### src/rtl/stopwatch_pkg.sv
// Shared types and constants for the stopwatch controller.
// Provides the FSM state type and the seconds modulus.
package stopwatch_pkg;

    typedef enum logic [1:0] {
        IDLE = 2'd0,
        RUN  = 2'd1,
        STOP = 2'd2,
        LAP  = 2'd3
    } sw_state_t;

    localparam logic [5:0] SEC_MAX = 6'd59;

endpackage

### src/rtl/sw_time_counter.sv
// Minutes:seconds modulus counter.
// Ports: clk, rst (sync, active-high), inc, clr,
//        sec/min (registered count), wrap (1-cycle pulse on wrap to 00:00).
module sw_time_counter
    import stopwatch_pkg::*;
#(
    parameter int MAX_MINUTES = 60,
    localparam int MIN_W = $clog2(MAX_MINUTES)
) (
    input  logic             clk,
    input  logic             rst,
    input  logic             inc,
    input  logic             clr,
    output logic [5:0]       sec,
    output logic [MIN_W-1:0] min,
    output logic             wrap
);

    localparam logic [MIN_W-1:0] MIN_LAST = MIN_W'(MAX_MINUTES - 1);

    // clr has priority over inc, so a tick in the clear cycle is lost
    // and never produces a wrap pulse.
    always_ff @(posedge clk) begin
        if (rst || clr) begin
            sec  <= '0;
            min  <= '0;
            wrap <= 1'b0;
        end else begin
            wrap <= 1'b0;
            if (inc) begin
                if (sec == SEC_MAX) begin
                    sec <= '0;
                    if (min == MIN_LAST) begin
                        min  <= '0;
                        wrap <= 1'b1;
                    end else begin
                        min <= min + 1'b1;
                    end
                end else begin
                    sec <= sec + 6'd1;
                end
            end
        end
    end

endmodule

### src/rtl/stopwatch_ctrl.sv
// Stopwatch sequencing controller: FSM, lap snapshot and timer handshake.
// Ports: clk, rst (sync, active-high), start_stop/lap/clear/second_tick pulses;
//        timer_enable, timer_clear, disp_sec, disp_min, running, lap_active, overflow.
// Macro STOPWATCH_LAP_EN enables the LAP state and snapshot registers.
module stopwatch_ctrl
    import stopwatch_pkg::*;
#(
    parameter int MAX_MINUTES = 60,
    localparam int MIN_W = $clog2(MAX_MINUTES)
) (
    input  logic             clk,
    input  logic             rst,
    input  logic             start_stop,
    input  logic             lap,
    input  logic             clear,
    input  logic             second_tick,
    output logic             timer_enable,
    output logic             timer_clear,
    output logic [5:0]       disp_sec,
    output logic [MIN_W-1:0] disp_min,
    output logic             running,
    output logic             lap_active,
    output logic             overflow
);

    sw_state_t        state;
    sw_state_t        nxt;
    logic [5:0]       cnt_sec;
    logic [MIN_W-1:0] cnt_min;
    logic             counting;

    // Ticks are qualified by the registered state only.
    assign counting = second_tick && (state == RUN || state == LAP);

    sw_time_counter #(
        .MAX_MINUTES(MAX_MINUTES)
    ) u_cnt (
        .clk  (clk),
        .rst  (rst),
        .inc  (counting),
        .clr  (clear),
        .sec  (cnt_sec),
        .min  (cnt_min),
        .wrap (overflow)
    );

    always_comb begin
        nxt = state;
        if (clear) begin
            nxt = IDLE;
        end else if (start_stop) begin
            case (state)
                IDLE:    nxt = RUN;
                RUN:     nxt = STOP;
                STOP:    nxt = RUN;
                LAP:     nxt = STOP;
                default: nxt = IDLE;
            endcase
        end
`ifdef STOPWATCH_LAP_EN
        else if (lap) begin
            case (state)
                RUN:     nxt = LAP;
                LAP:     nxt = RUN;
                default: nxt = state;
            endcase
        end
`endif
    end

    always_ff @(posedge clk) begin
        if (rst) begin
            state        <= IDLE;
            timer_enable <= 1'b0;
            timer_clear  <= 1'b0;
            running      <= 1'b0;
        end else begin
            state        <= nxt;
            timer_enable <= (nxt == RUN) || (nxt == LAP);
            timer_clear  <= clear;
            running      <= (nxt == RUN) || (nxt == LAP);
        end
    end

`ifdef STOPWATCH_LAP_EN
    logic [5:0]       snap_sec;
    logic [MIN_W-1:0] snap_min;

    // Snapshot captures the pre-increment count on entry to LAP.
    always_ff @(posedge clk) begin
        if (rst) begin
            snap_sec   <= '0;
            snap_min   <= '0;
            lap_active <= 1'b0;
        end else begin
            lap_active <= (nxt == LAP);
            if (clear) begin
                snap_sec <= '0;
                snap_min <= '0;
            end else if (state == RUN && nxt == LAP) begin
                snap_sec <= cnt_sec;
                snap_min <= cnt_min;
            end
        end
    end

    assign disp_sec = (state == LAP) ? snap_sec : cnt_sec;
    assign disp_min = (state == LAP) ? snap_min : cnt_min;
`else
    logic unused_lap;

    assign unused_lap = lap;
    assign lap_active = 1'b0;
    assign disp_sec   = cnt_sec;
    assign disp_min   = cnt_min;
`endif

endmodule
### config.mk
export PLATFORM = sky130hd
export DESIGN_NAME = stopwatch_ctrl
export DESIGN_NICKNAME = d
export VERILOG_FILES = /design/src/rtl/stopwatch_pkg.sv /design/src/rtl/sw_time_counter.sv /design/src/rtl/stopwatch_ctrl.sv
export SDC_FILE = /design/constraint.sdc
export NUM_CORES = 1
export LEC_CHECK = 0
export ABC_AREA = 1
export CAP_MARGIN = 40
export CORE_AREA = 5 5 42 44
export CTS_CLUSTER_DIAMETER = 150
export DETAILED_ROUTE_END_ITERATION = 12
export DIE_AREA = 0 0 47 49
export DONT_BUFFER_PORTS = 1
export PLACE_DENSITY_LB_ADDON = 0.1
export SETUP_SLACK_MARGIN = 0.02
export SYNTH_ARGS = -nofsm -noshare
export SYNTH_HDL_FRONTEND = slang
export SYNTH_SLANG_ARGS = --single-unit
### constraint.sdc
create_clock -name clk -period 1.97 [get_ports clk]
set_clock_uncertainty 0.05 [all_clocks]
set_input_delay 0.197 -clock clk [delete_from_list [all_inputs] [get_ports clk]]
set_output_delay 0.197 -clock clk [all_outputs]
set_load 0.01 [all_outputs]
==> metrics.md, run 1 <==
| Metric | Value |
|---|---|
| Clock transition at path regs | around 0.090 ns |
| Cell Chain, Critical Path | ha_1, inv_1, nor2_4, nand2_4, nor2_2, nor2_1, inv_2, nor2_1 |
| R2r worst-path depth | 8 |
| Clk root buf | clkbuf_4 |
| Clk buf depth | 2 |
| Routed vias/inst | approximately 5 |
| Cells after synthesis | 97 |
| P_leak | 0.000315 uW |
| IO Pins | 23 |
| Worst flop-to-flop path endpoint | u_cnt.min[4] |
| Status | completed |
| Fmax | approximately 690 MHz |
| Commonest non-fill, non-tap cells in the layout | nor2_1 (23), nand2_1 (17), dfxtp_1 (15), inv_1 (8), nand3_1 (7) |
| Critical Path Most Common Cell | nor2_1 |
| Drt total wl | approximately 1300 um |
| WP data required | around 2.1 ns |
| Vias in the first global route | about 520 |
| Cell Area, Placed | 734 um^2 |
| Worst skew pair latency | around 0.28 ns |
| Gr usage total | 0.131 |
| Cell area after layout | between 700 and 800 um^2 |
| Largest net degree at the start of global routing | 11 |
| DIE HEIGHT | approximately 49 um |
| Hpwl dp | roughly 1000 um |
| RSZ-0062 raised after global routing | no |
| Crit start category | flop |
| Min Tclk post-route | between 1 and 1.5 ns |
| Placed Instances | about 110 |
| Final Hold Viols | 0 |
| FF+latch count, synth | 15 |
| Final Max Slew Viols | 0 |
| Synth Net Count | ~110 |
| Routed Antenna Nets | 0 |
| Post-CTS Setup Bufs | 0 |
| RR Startpoint | u_cnt.sec[0] |
| Layout Nets | 110 |
| Syn Std Cell Area | between 700 and 800 um^2 |
| Arr. time, crit path | 1.58 ns |
| Area grow syn2layout | 7.20% |
| Critical path's top delay family | simple AND/OR/NAND/NOR gates |
| CP Capture Point | u_cnt.min[4] |
| Chip Width | roughly 47 um |
| FP Rows | 14 |
| Crit. End Element | flop |
| Design Power | approximately 500 uW |
| CP Buf/Inv Count | 2 |
| Core area | about 0.0014 mm^2 |
| Post-Layout Cell Count | 117 |
| Die ar. | around 0.0023 mm^2 |
| DRC Markers | 0 |
| Drt initial violations | 6 |
| Buffers added on ports | 0 |
| Filler cells | 148 |
| Final period util | 0.735 |
| Total number of vias | roughly 590 |
| WS Path Type | reg2reg |
| Mean Syn Cell Area | 7.52 um^2 |
| Share of layout cells above drive strength 1 | 0.158 |
| Inserted Diodes | 0 |
| Levels on crit path | 8 |
| Critical path origin | u_cnt.sec[0] |
| Pwr dens | ~640 mW/mm^2 |
| Clock tree from TritonCTS | built |
| VDD IR-drop max | around 0.33 mV |
| Slowest cell on the critical path | dfxtp_1 |
| H-tree depth | 1 |
| CTS sink cnt | 15 |
| CP peak stage delay | 0.44 ns |
| Gpl congestion | ~0.84 |
| Final setup viols | 0 |
| Crit Path Max Fanout | 10 |
| First-pass GRT wire length | ~2200 um |
| Area leader, netlist | dfxtp_1 |
| Commonest non-fill, non-tap cell in the layout | nor2_1 |
| WL/cell | ~11 um |
| Sequential area share after synthesis | 0.412 |
| Hold Crit Class | in2reg |
| Initial Util | 0.521 |
| Ys Warns | 0 |
| Area share of the largest cell type after synthesis | 0.412 |
| Initial DRT Pass Iterations | 4 |
| Total grt overflow | 0 |
| Flop2flop setup slack | between 0.5 and 0.6 ns |
| Distinct cells, synth | 21 |
| Initial antenna violation count | 0 |
| Top cells by area, synth | dfxtp_1 (41%), nor2_1 (12%), nand2_1 (8.7%), nand3_1 (4.8%), o21bai_2 (4.6%) |
| Cts bufs inserted | 3 |
| Max-cap viol count | 0 |
| Fin Setup TNS | 0 ns |
| Final core utilization | 0.558 |
==> final cells by class <==
| class | count | area (um^2) | share of cell area |
|---|---|---|---|
| Tap cell | 16 | 20.0 | 0.0256 |
| Inverter | 10 | 37.5 | 0.0480 |
| Sequential cell | 15 | 300 | 0.384 |
| Clock buffer | 3 | 22.5 | 0.0288 |
| Multi-Input combinational cell | 70 | 377 | 0.482 |
| Clock inverter | 1 | 5.00 | 0.00640 |
| Timing Repair Buffer | 2 | 20.0 | 0.0256 |
==> how the worst min path moves through the flow <==
stage                              to  slack (ns)  depth (start not counted)  startpoint
final                         running       0.009                          2  start_stop
after global routing          running       0.002                          2  start_stop
after CTS                     running       0.006                          2  start_stop
after detailed placement  timer_clear        0.22                          1         rst
after global placement    timer_clear        0.22                          1         rst
after floorplan           timer_clear        0.22                          1         rst
==> per-stage QoR <==
step	hold slack, ns	setup WS, ns
2_1_floorplan	0.218	0.679
3_3_place_gp	0.219	0.537
3_5_place_dp	0.224	0.528
4_1_cts	0.00589	0.499
5_1_grt	0.00195	0.374
6_report	0.00882	0.522
==> power breakdown <==
group / switching, uW / internal (uW)
clock network: 95.5 / 75.4
logic: 10.4 / 6.31
registers: 4.68 / 306
==> synth_stat cells <==
cell type,count
inv_1,8
nor2_2,1
ha_1,2
nor3_1,1
nand4_1,2
nand2_2,3
nor2_4,2
o21ai_0,1
nor3b_1,1
buf_4,2
inv_2,2
dfxtp_1,15
nand2_4,1
a21oi_1,1
conb_1,1
xor2_1,3
o21bai_2,3
nand2_1,17
xnor2_1,1
nand3_1,7
nor2_1,23
==> cell families after synthesis <==
group	count (synthesis)	share of synthesized area
and+or+nand+nor	58	0.369
DFF	15	0.412
other	1	0.00514
adders and majority gates	2	0.0343
AOI/OAI and AO/OA	5	0.0600
xor gates and xnor gates	4	0.0480
buffers and inverters	12	0.0720
==> worst register-to-register path, cell delays in order, from the launching register on <==
cell and delay (ns):
dfxtp_1 0.44, ha_1 0.17, inv_1 0.06, nor2_4 0.20, nand2_4 0.13, nor2_2 0.10
nor2_1 0.06, inv_2 0.09, nor2_1 0.05
==> registers in the layout (all words and copies together) (netlist names) <==
| signal | flops |
|---|---|
| running | 1 |
| timer_clear | 1 |
| u_cnt.wrap | 1 |
| u_cnt.sec | 6 |
| u_cnt.min | 6 |
==> per-layer routing <==
layer	global-route usage	share of wire
met5	0	0
met3	0.0517	0.066
met2	0.204	0.49
met4	0.0691	0.028
met1	0.146	0.41
==> timing repair <==
| action | 4_1_cts | 5_1_grt |
|---|---|---|
| hold buffers | 2 | 0 |
| gates resized for setup | 0 | 0 |
| endpoints found under the hold margin | 1 | 0 |
No activity file was read; power rests on OpenSTA's default activity.
==> run 2: changes to the inputs <==
Clock period 1.97 ns to 1.5 ns, I/O delays scaled along.
==> run 2 against run 1 <==
  * Sequential cell count unchanged
  * Critical path depth unchanged
  * Register-to-register slack lost 0.36 ns
  * Clock-buffer cell count grew 1
  * Sequential share of layout area fell by 3.4 points
  * Via count is 7.7% higher
  * Fmax up 8.3%
  * Sequential power up 30%
==> metrics.md, run 2 (synthesis results as in run 1) <==
| Metric | Value |
|---|---|
| Largest net degree at the start of global routing | 11 (unchanged) |
| Status | completed (unchanged) |
| Slowest cell on the critical path | dfxtp_1 (unchanged) |
| WL/cell | 11.2 um (was 11.1 um) |
| Clk buf depth | 2 (unchanged) |
| First-pass GRT wire length | 2620 um (was 2210 um) |
| VDD IR-drop max | 0.578 mV (was 0.330 mV) |
| WP data required | 1.63 ns (was 2.10 ns) |
| Share of layout cells above drive strength 1 | 0.216 (was 0.158) |
| Total grt overflow | 0 (unchanged) |
| Crit. End Element | flop (unchanged) |
| Post-CTS Setup Bufs | 0 (unchanged) |
| H-tree depth | 1 (unchanged) |
| Total number of vias | 632 (was 587) |
| Worst hold start | clear (was start_stop) |
| Routed Antenna Nets | 0 (unchanged) |
| Area grow syn2layout | 17.7% (was 7.20%) |
| CP peak stage delay | 0.34 ns (was 0.44 ns) |
| Hpwl dp | 1070 um (was 1020 um) |
| Cell area after layout | 858 um^2 (was 782 um^2) |
| Max-cap viol count | 0 (unchanged) |
| Initial Util | 0.521 (unchanged) |
| WS Path Type | reg2reg (unchanged) |
| Commonest non-fill, non-tap cells in the layout | nor2_1 (23), nand2_1 (17), dfxtp_1 (15), buf_4 (9), inv_1 (8) (was nor2_1 (23), nand2_1 (17), dfxtp_1 (15), inv_1 (8), nand3_1 (7)) |
| IO Pins | 23 (unchanged) |
| Cell Area, Placed | 802 um^2 (was 734 um^2) |
| Post-Layout Cell Count | 127 (was 117) |
| Drt initial violations | 5 (was 6) |
| RSZ-0062 raised after global routing | no (unchanged) |
| Post-CTS resize count | 0 (unchanged) |
| Routed vias/inst | 4.98 (was 5.02) |
| Commonest non-fill, non-tap cell in the layout | nor2_1 (unchanged) |
| Critical path's top delay family | simple AND/OR/NAND/NOR gates (unchanged) |
| DIE HEIGHT | 49 um (unchanged) |
| Inserted Diodes | 0 (unchanged) |
| CP Buf/Inv Count | 2 (unchanged) |
| Hold Crit Class | in2reg (unchanged) |
| Clk root buf | clkbuf_4 (unchanged) |
| Initial DRT Pass Iterations | 4 (unchanged) |
| Crit Path Max Fanout | 10 (unchanged) |
| Post-CTS Hold Buffers | 3 (was 2) |
| DRC Markers | 0 (unchanged) |
| Final setup viols | 0 (unchanged) |
| Final Max Slew Viols | 0 (unchanged) |
| Gpl congestion | 0.829 (was 0.844) |
| Worst skew pair latency | 0.29 ns (was 0.28 ns) |
| Design Power | 666 uW (was 498 uW) |
| RR Startpoint | u_cnt.sec[1] (was u_cnt.sec[0]) |
| Clock tree from TritonCTS | built (unchanged) |
| Cts bufs inserted | 3 (unchanged) |
| Placed Instances | 120 (was 111) |
| Pwr dens | 776 mW/mm^2 (was 637 mW/mm^2) |
| Core area | 0.00140 mm^2 (unchanged) |
| Min Tclk post-route | 1.34 ns (was 1.45 ns) |
| Final Hold Viols | 0 (unchanged) |
| Chip Width | 47 um (unchanged) |
| Arr. time, crit path | 1.47 ns (was 1.58 ns) |
| Die ar. | 0.00230 mm^2 (unchanged) |
| CTS sink cnt | 15 (unchanged) |
| Critical path origin | u_cnt.sec[1] (was u_cnt.sec[0]) |
| Drt total wl | 1430 um (was 1300 um) |
| Final period util | 0.891 (was 0.735) |
| Clock transition at path regs | 0.09 ns (about the same) |
| Initial antenna violation count | 0 (unchanged) |
| Cell Chain, Critical Path | ha_1, inv_1, nor2_4, nand2_4, nor2_2, nor2_1, inv_2, nor2_1 (unchanged) |
| Largest registers | u_cnt.min: 6 flops, u_cnt.sec: 6 flops (unchanged) |
| Vias in the first global route | 626 (was 518) |
| FP Rows | 14 (unchanged) |
| Fin Setup TNS | 0 ns (unchanged) |
| Critical Path Most Common Cell | nor2_1 (unchanged) |
| Crit start category | flop (unchanged) |
| Gr usage total | 0.156 (was 0.131) |
| Fmax | 748 MHz (was 691 MHz) |
| Buffers added on ports | 0 (unchanged) |
| P_leak | 0.000365 uW (was 0.000315 uW) |
| Layout Nets | 120 (was 110) |
==> run 2: changes by cell type in the layout (fill, tap and decap cells not counted) <==
cell	delta
buf_4	+9
clkbuf_1	+1
clkinv_2	-1
dlygate4sd3_1	+1
==> run 2: area by class of cell <==
cell class / count / area (um^2)
multi-input combinational: 70 / 377
timing repair buffer: 12 / 97.6
clock buffer: 4 / 26.3
sequential: 15 / 300
inverter: 10 / 37.5
fill: 132 / 543
tap: 16 / 20.0
==> run 2: layer usage <==
metal | global-route usage | share of wire | up-vias
met3 | 0.0554 | 0.059 | 5
met4 | 0.0968 | 0.031 | 0
met5 | 0 | 0 | -
met2 | 0.235 | 0.49 | 12
li1 | - | - | 331
met1 | 0.180 | 0.41 | 284
==> run 2: worst reg2reg max path: cells and delay by family, from the launching register on <==
family	cells	cell delay (ns)
flip-flops	1	0.34
adder cells (fa/ha/maj)	1	0.14
AND/OR/NAND/NOR	5	0.56
buffers and inverters	2	0.15
==> run 2: path summary, 6_finish.rpt <==
check / cells after the start / slack [ns] / endpoint
worst min-delay path: 3 / 0.001 / running
worst min register to register: 3 / 0.51 / u_cnt.sec[2]
worst max-delay path: 8 / 0.16 / u_cnt.min[4]
worst max register to register: 8 / 0.16 / u_cnt.min[4]
==> run 2: power by group <==
group | internal (uW) | total [uW] | switching, uW
Sequential | 401 | 404 | 2.78
Combinational | 12.6 | 31.2 | 18.6
Clock | 103 | 231 | 127
Total | 517 | 666 | 148
==> run 2: per-stage QoR <==
step	hold slack, ns	util	worst slack (ns)
after floorplan	0.171	-	0.209
after global placement	0.172	0.572	0.201
after detailed placement	0.173	0.572	0.173
after CTS	0.00577	0.613	0.147
after global routing	0.00988	0.613	0.0391
final	0.000998	0.613	0.164
==> run 3: changes to the inputs <==
Settings changed: ABC_AREA 1 to 0.
==> run 3 against run 2 <==
  * Via count up 7.9%
  * Register-to-register slack lost 0.08 ns
  * Wire length grew 12%
  * Area after synthesis down 0.34%
  * Cell area rose by 2.5%
  * Power is 0.78% higher
  * Non-clock buffer count is 4 higher
  * Critical path depth shrank 5
  * Final cell count shrank 11%
  * Critical path type unchanged
==> metrics.md, run 3 <==
| Metric | Value |
|---|---|
| Cell Area, Placed | 813 um^2 (was 802 um^2) |
| First-pass GRT wire length | 2620 um (unchanged) |
| Initial Util | 0.519 (was 0.521) |
| Hold Crit Class | in2reg (unchanged) |
| Final Max Slew Viols | 0 (unchanged) |
| Cell Chain, Critical Path | nand4b_1, a211oi_1, a41o_1 (was ha_1, inv_1, nor2_4, nand2_4, nor2_2, nor2_1, inv_2, nor2_1) |
| H-tree depth | 1 (unchanged) |
| Clock transition at path regs | 0.09 ns (about the same) |
| Largest net degree at the start of global routing | 11 (unchanged) |
| Final Hold Viols | 0 (unchanged) |
| Worst hold start | rst (was clear) |
| Largest family of logic cells by synthesized area | simple AND/OR/NAND/NOR gates (unchanged) |
| IO Pins | 23 (unchanged) |
| Gr usage total | 0.155 (was 0.156) |
| Fmax | 709 MHz (was 748 MHz) |
| Top cells by area, synth | dfxtp_1 (41%), ha_1 (3.4%), nand3_1 (3.4%), nand2_1 (3.1%), nor2_1 (3.1%) (was dfxtp_1 (41%), nor2_1 (12%), nand2_1 (8.7%), nand3_1 (4.8%), o21bai_2 (4.6%)) |
| Design Power | 671 uW (was 666 uW) |
| Largest registers | u_cnt.min: 6 flops, u_cnt.sec: 6 flops (unchanged) |
| Core area | 0.00140 mm^2 (unchanged) |
| Met3 wire len | 99 um (was 84 um) |
| FF+latch count, synth | 15 (unchanged) |
| Arr. time, crit path | 1.59 ns (was 1.47 ns) |
| Flop2flop setup slack | 0.09 ns (was 0.16 ns) |
| Crit Path Max Fanout | 7 (was 10) |
| P_leak | 0.000345 uW (was 0.000365 uW) |
| Cells after synthesis | 81 (was 97) |
| Clk root buf | clkbuf_4 (unchanged) |
| VDD IR-drop max | 0.430 mV (was 0.578 mV) |
| Fin Setup TNS | 0 ns (unchanged) |
| WP data required | 1.68 ns (was 1.63 ns) |
| Clk buf depth | 2 (unchanged) |
| Adder-cell share of the synthesized area | 0.0344 (was 0.0343) |
| Final period util | 0.941 (was 0.891) |
| Worst skew pair latency | 0.28 ns (was 0.29 ns) |
| Filler cells | 142 (was 132) |
| Min Tclk post-route | 1.41 ns (was 1.34 ns) |
| Mux contribution to synthesized area | 0 (unchanged) |
| Synth Flop Type | dfxtp_1 (unchanged) |
| Share of layout cells above drive strength 1 | 0.216 (about the same) |
| Final WS setup | 0.0886 ns (was 0.164 ns) |
| Drt initial violations | 11 (was 5) |
| RSZ-0062 raised after global routing | yes (was no) |
| Drt total wl | 1600 um (was 1430 um) |
| Area grow syn2layout | 21.0% (was 17.7%) |
| Total grt overflow | 0 (unchanged) |
| Max-cap viol count | 0 (unchanged) |
| Die ar. | 0.00230 mm^2 (unchanged) |
| R2r worst-path depth | 3 (was 8) |
| Gpl congestion | 0.831 (was 0.829) |
| Distinct cells, synth | 38 (was 21) |
| Final core utilization | 0.628 (was 0.613) |
| WS Path Type | reg2reg (unchanged) |
| Routed vias/inst | 6.04 (was 4.98) |
| Simple-gate share of the synthesized area | 0.279 (was 0.369) |
| Syn Std Cell Area | 727 um^2 (was 729 um^2) |
| Crit start category | flop (unchanged) |
| Final setup viols | 0 (unchanged) |
| Mean Syn Cell Area | 8.97 um^2 (was 7.52 um^2) |
| Wl on met1 | 666 um (was 591 um) |
| Buffers added on ports | 0 (unchanged) |
| Layout Nets | 106 (was 120) |
| CP peak stage delay | 0.47 ns (was 0.34 ns) |
| RR Startpoint | u_cnt.sec[3] (was u_cnt.sec[1]) |
| Ys Warns | 0 (unchanged) |
| Cell area after layout | 880 um^2 (was 858 um^2) |
| FP Rows | 14 (unchanged) |
| Sequential area share after synthesis | 0.413 (was 0.412) |
| Cts bufs inserted | 3 (unchanged) |
| Fraction of registers with async set/reset | 0 (unchanged) |
| Initial antenna violation count | 0 (unchanged) |
| Worst flop-to-flop path endpoint | u_cnt.min[2] (was u_cnt.min[4]) |
| Status | completed (unchanged) |
| Hpwl dp | 1220 um (was 1070 um) |
| Total number of vias | 682 (was 632) |
| Inserted Diodes | 0 (unchanged) |
| Area leader, netlist | dfxtp_1 (unchanged) |
| Routed Antenna Nets | 0 (unchanged) |
| Endpoint, Worst Hold | u_cnt.min[1] (was running) |
| Commonest non-fill, non-tap cells in the layout | dfxtp_1 (15), buf_4 (12), nor2_1 (6), nand2_1 (6), nand3_1 (5) (was nor2_1 (23), nand2_1 (17), dfxtp_1 (15), buf_4 (9), inv_1 (8)) |
| Slowest cell on the critical path | dfxtp_1 (unchanged) |
| WL/cell | 14.2 um (was 11.2 um) |
| DRC Markers | 0 (unchanged) |
| Synth cell count leaders | dfxtp_1 (15), nand2_1 (6), nor2_1 (6) (was nor2_1 (23), nand2_1 (17), dfxtp_1 (15)) |
| Compound-Gate Fraction of Synth Area | 0.189 (was 0.0600) |
| Post-Synth XOR/XNOR Area | 0.0361 (was 0.0480) |
| Commonest non-fill, non-tap cell in the layout | dfxtp_1 (was nor2_1) |
| DIE HEIGHT | 49 um (unchanged) |
| Area share of the largest cell type after synthesis | 0.413 (was 0.412) |
| DR WL met2 | 800 um (was 705 um) |
| Clock tree from TritonCTS | built (unchanged) |
| Pwr dens | 763 mW/mm^2 (was 776 mW/mm^2) |
| Hold depth | 2 (was 3) |
| Crit. End Element | flop (unchanged) |
| Initial DRT Pass Iterations | 4 (unchanged) |
| Most numerous cell in the Yosys netlist | dfxtp_1 (was nor2_1) |
| Place WS | 0.0951 ns (was 0.173 ns) |
| Synth Net Count | 89 (was 105) |
| Chip Width | 47 um (unchanged) |
| EDFF count, synth | 0 (unchanged) |
| DR top layer | met4 (unchanged) |
| CTS sink cnt | 15 (unchanged) |
| Vias in the first global route | 584 (was 626) |
==> run 3: how the worst max path moves through the flow <==
stage | from | end | cells past startpoint
4_1_cts | u_cnt.sec[3] | u_cnt.min[2] | 3
6_report | u_cnt.sec[3] | u_cnt.min[2] | 3
3_3_place_gp | u_cnt.sec[3] | u_cnt.min[2] | 3
5_1_grt | u_cnt.sec[0] | u_cnt.min[4] | 4
3_5_place_dp | u_cnt.sec[3] | u_cnt.min[2] | 3
2_1_floorplan | u_cnt.min[0] | u_cnt.min[3] | 4
==> run 3: where the power goes <==
part,switching [uW],internal (uW)
Combinational,19.7,18.3
Sequential,2.94,401
Clock,126,103
==> run 3: what timing repair did <==
item                                    CTS  global route
endpoints found under the hold margin     3             0
hold buffers                              4             0
gates resized for setup                   0             0
setup buffers                             0             0
endpoints found under the setup margin    0             2
==> run 3: final cells by class <==
cell class / instances / area [um^2] / share of cell area
Multi-Input combinational cell: 60 / 395 / 0.450
Sequential cell: 15 / 300 / 0.341
Timing Repair Buffer: 16 / 130 / 0.148
Clock buffer: 4 / 26.3 / 0.0299
Tap cell: 16 / 20.0 / 0.0228
Inverter: 2 / 7.51 / 0.00853
==> run 3: worst max-delay path, delay by kind of cell, from the launching register on <==
family | cells | cell delay [ns]
compound gates | 2 | 0.58
flops | 1 | 0.47
simple gates | 1 | 0.25
==> run 3: metal layers <==
layer,GRT usage,vias to the layer above
met2,0.231,15
met1,0.191,329
met4,0.0829,0
met5,0,-
li1,-,334
met3,0.0480,4
==> run 3: per-stage QoR <==
step                      hold slack [ns]  instances
after global routing               0.0616        113
after detailed placement            0.175        105
after CTS                          0.0551        113
final                              0.0676        113
after floorplan                     0.172         81
after global placement              0.174        105
==> run 3: cell families (layout without fill, tap and decap cells) <==
family / count (synthesis) / after routing
buffers and inverters: 6 / 22
adders and majority gates: 2 / 2
and+or+nand+nor: 34 / 34
xor gates and xnor gates: 3 / 3
AOI/OAI and AO/OA: 20 / 20
DFF: 15 / 15
other: 1 / 1
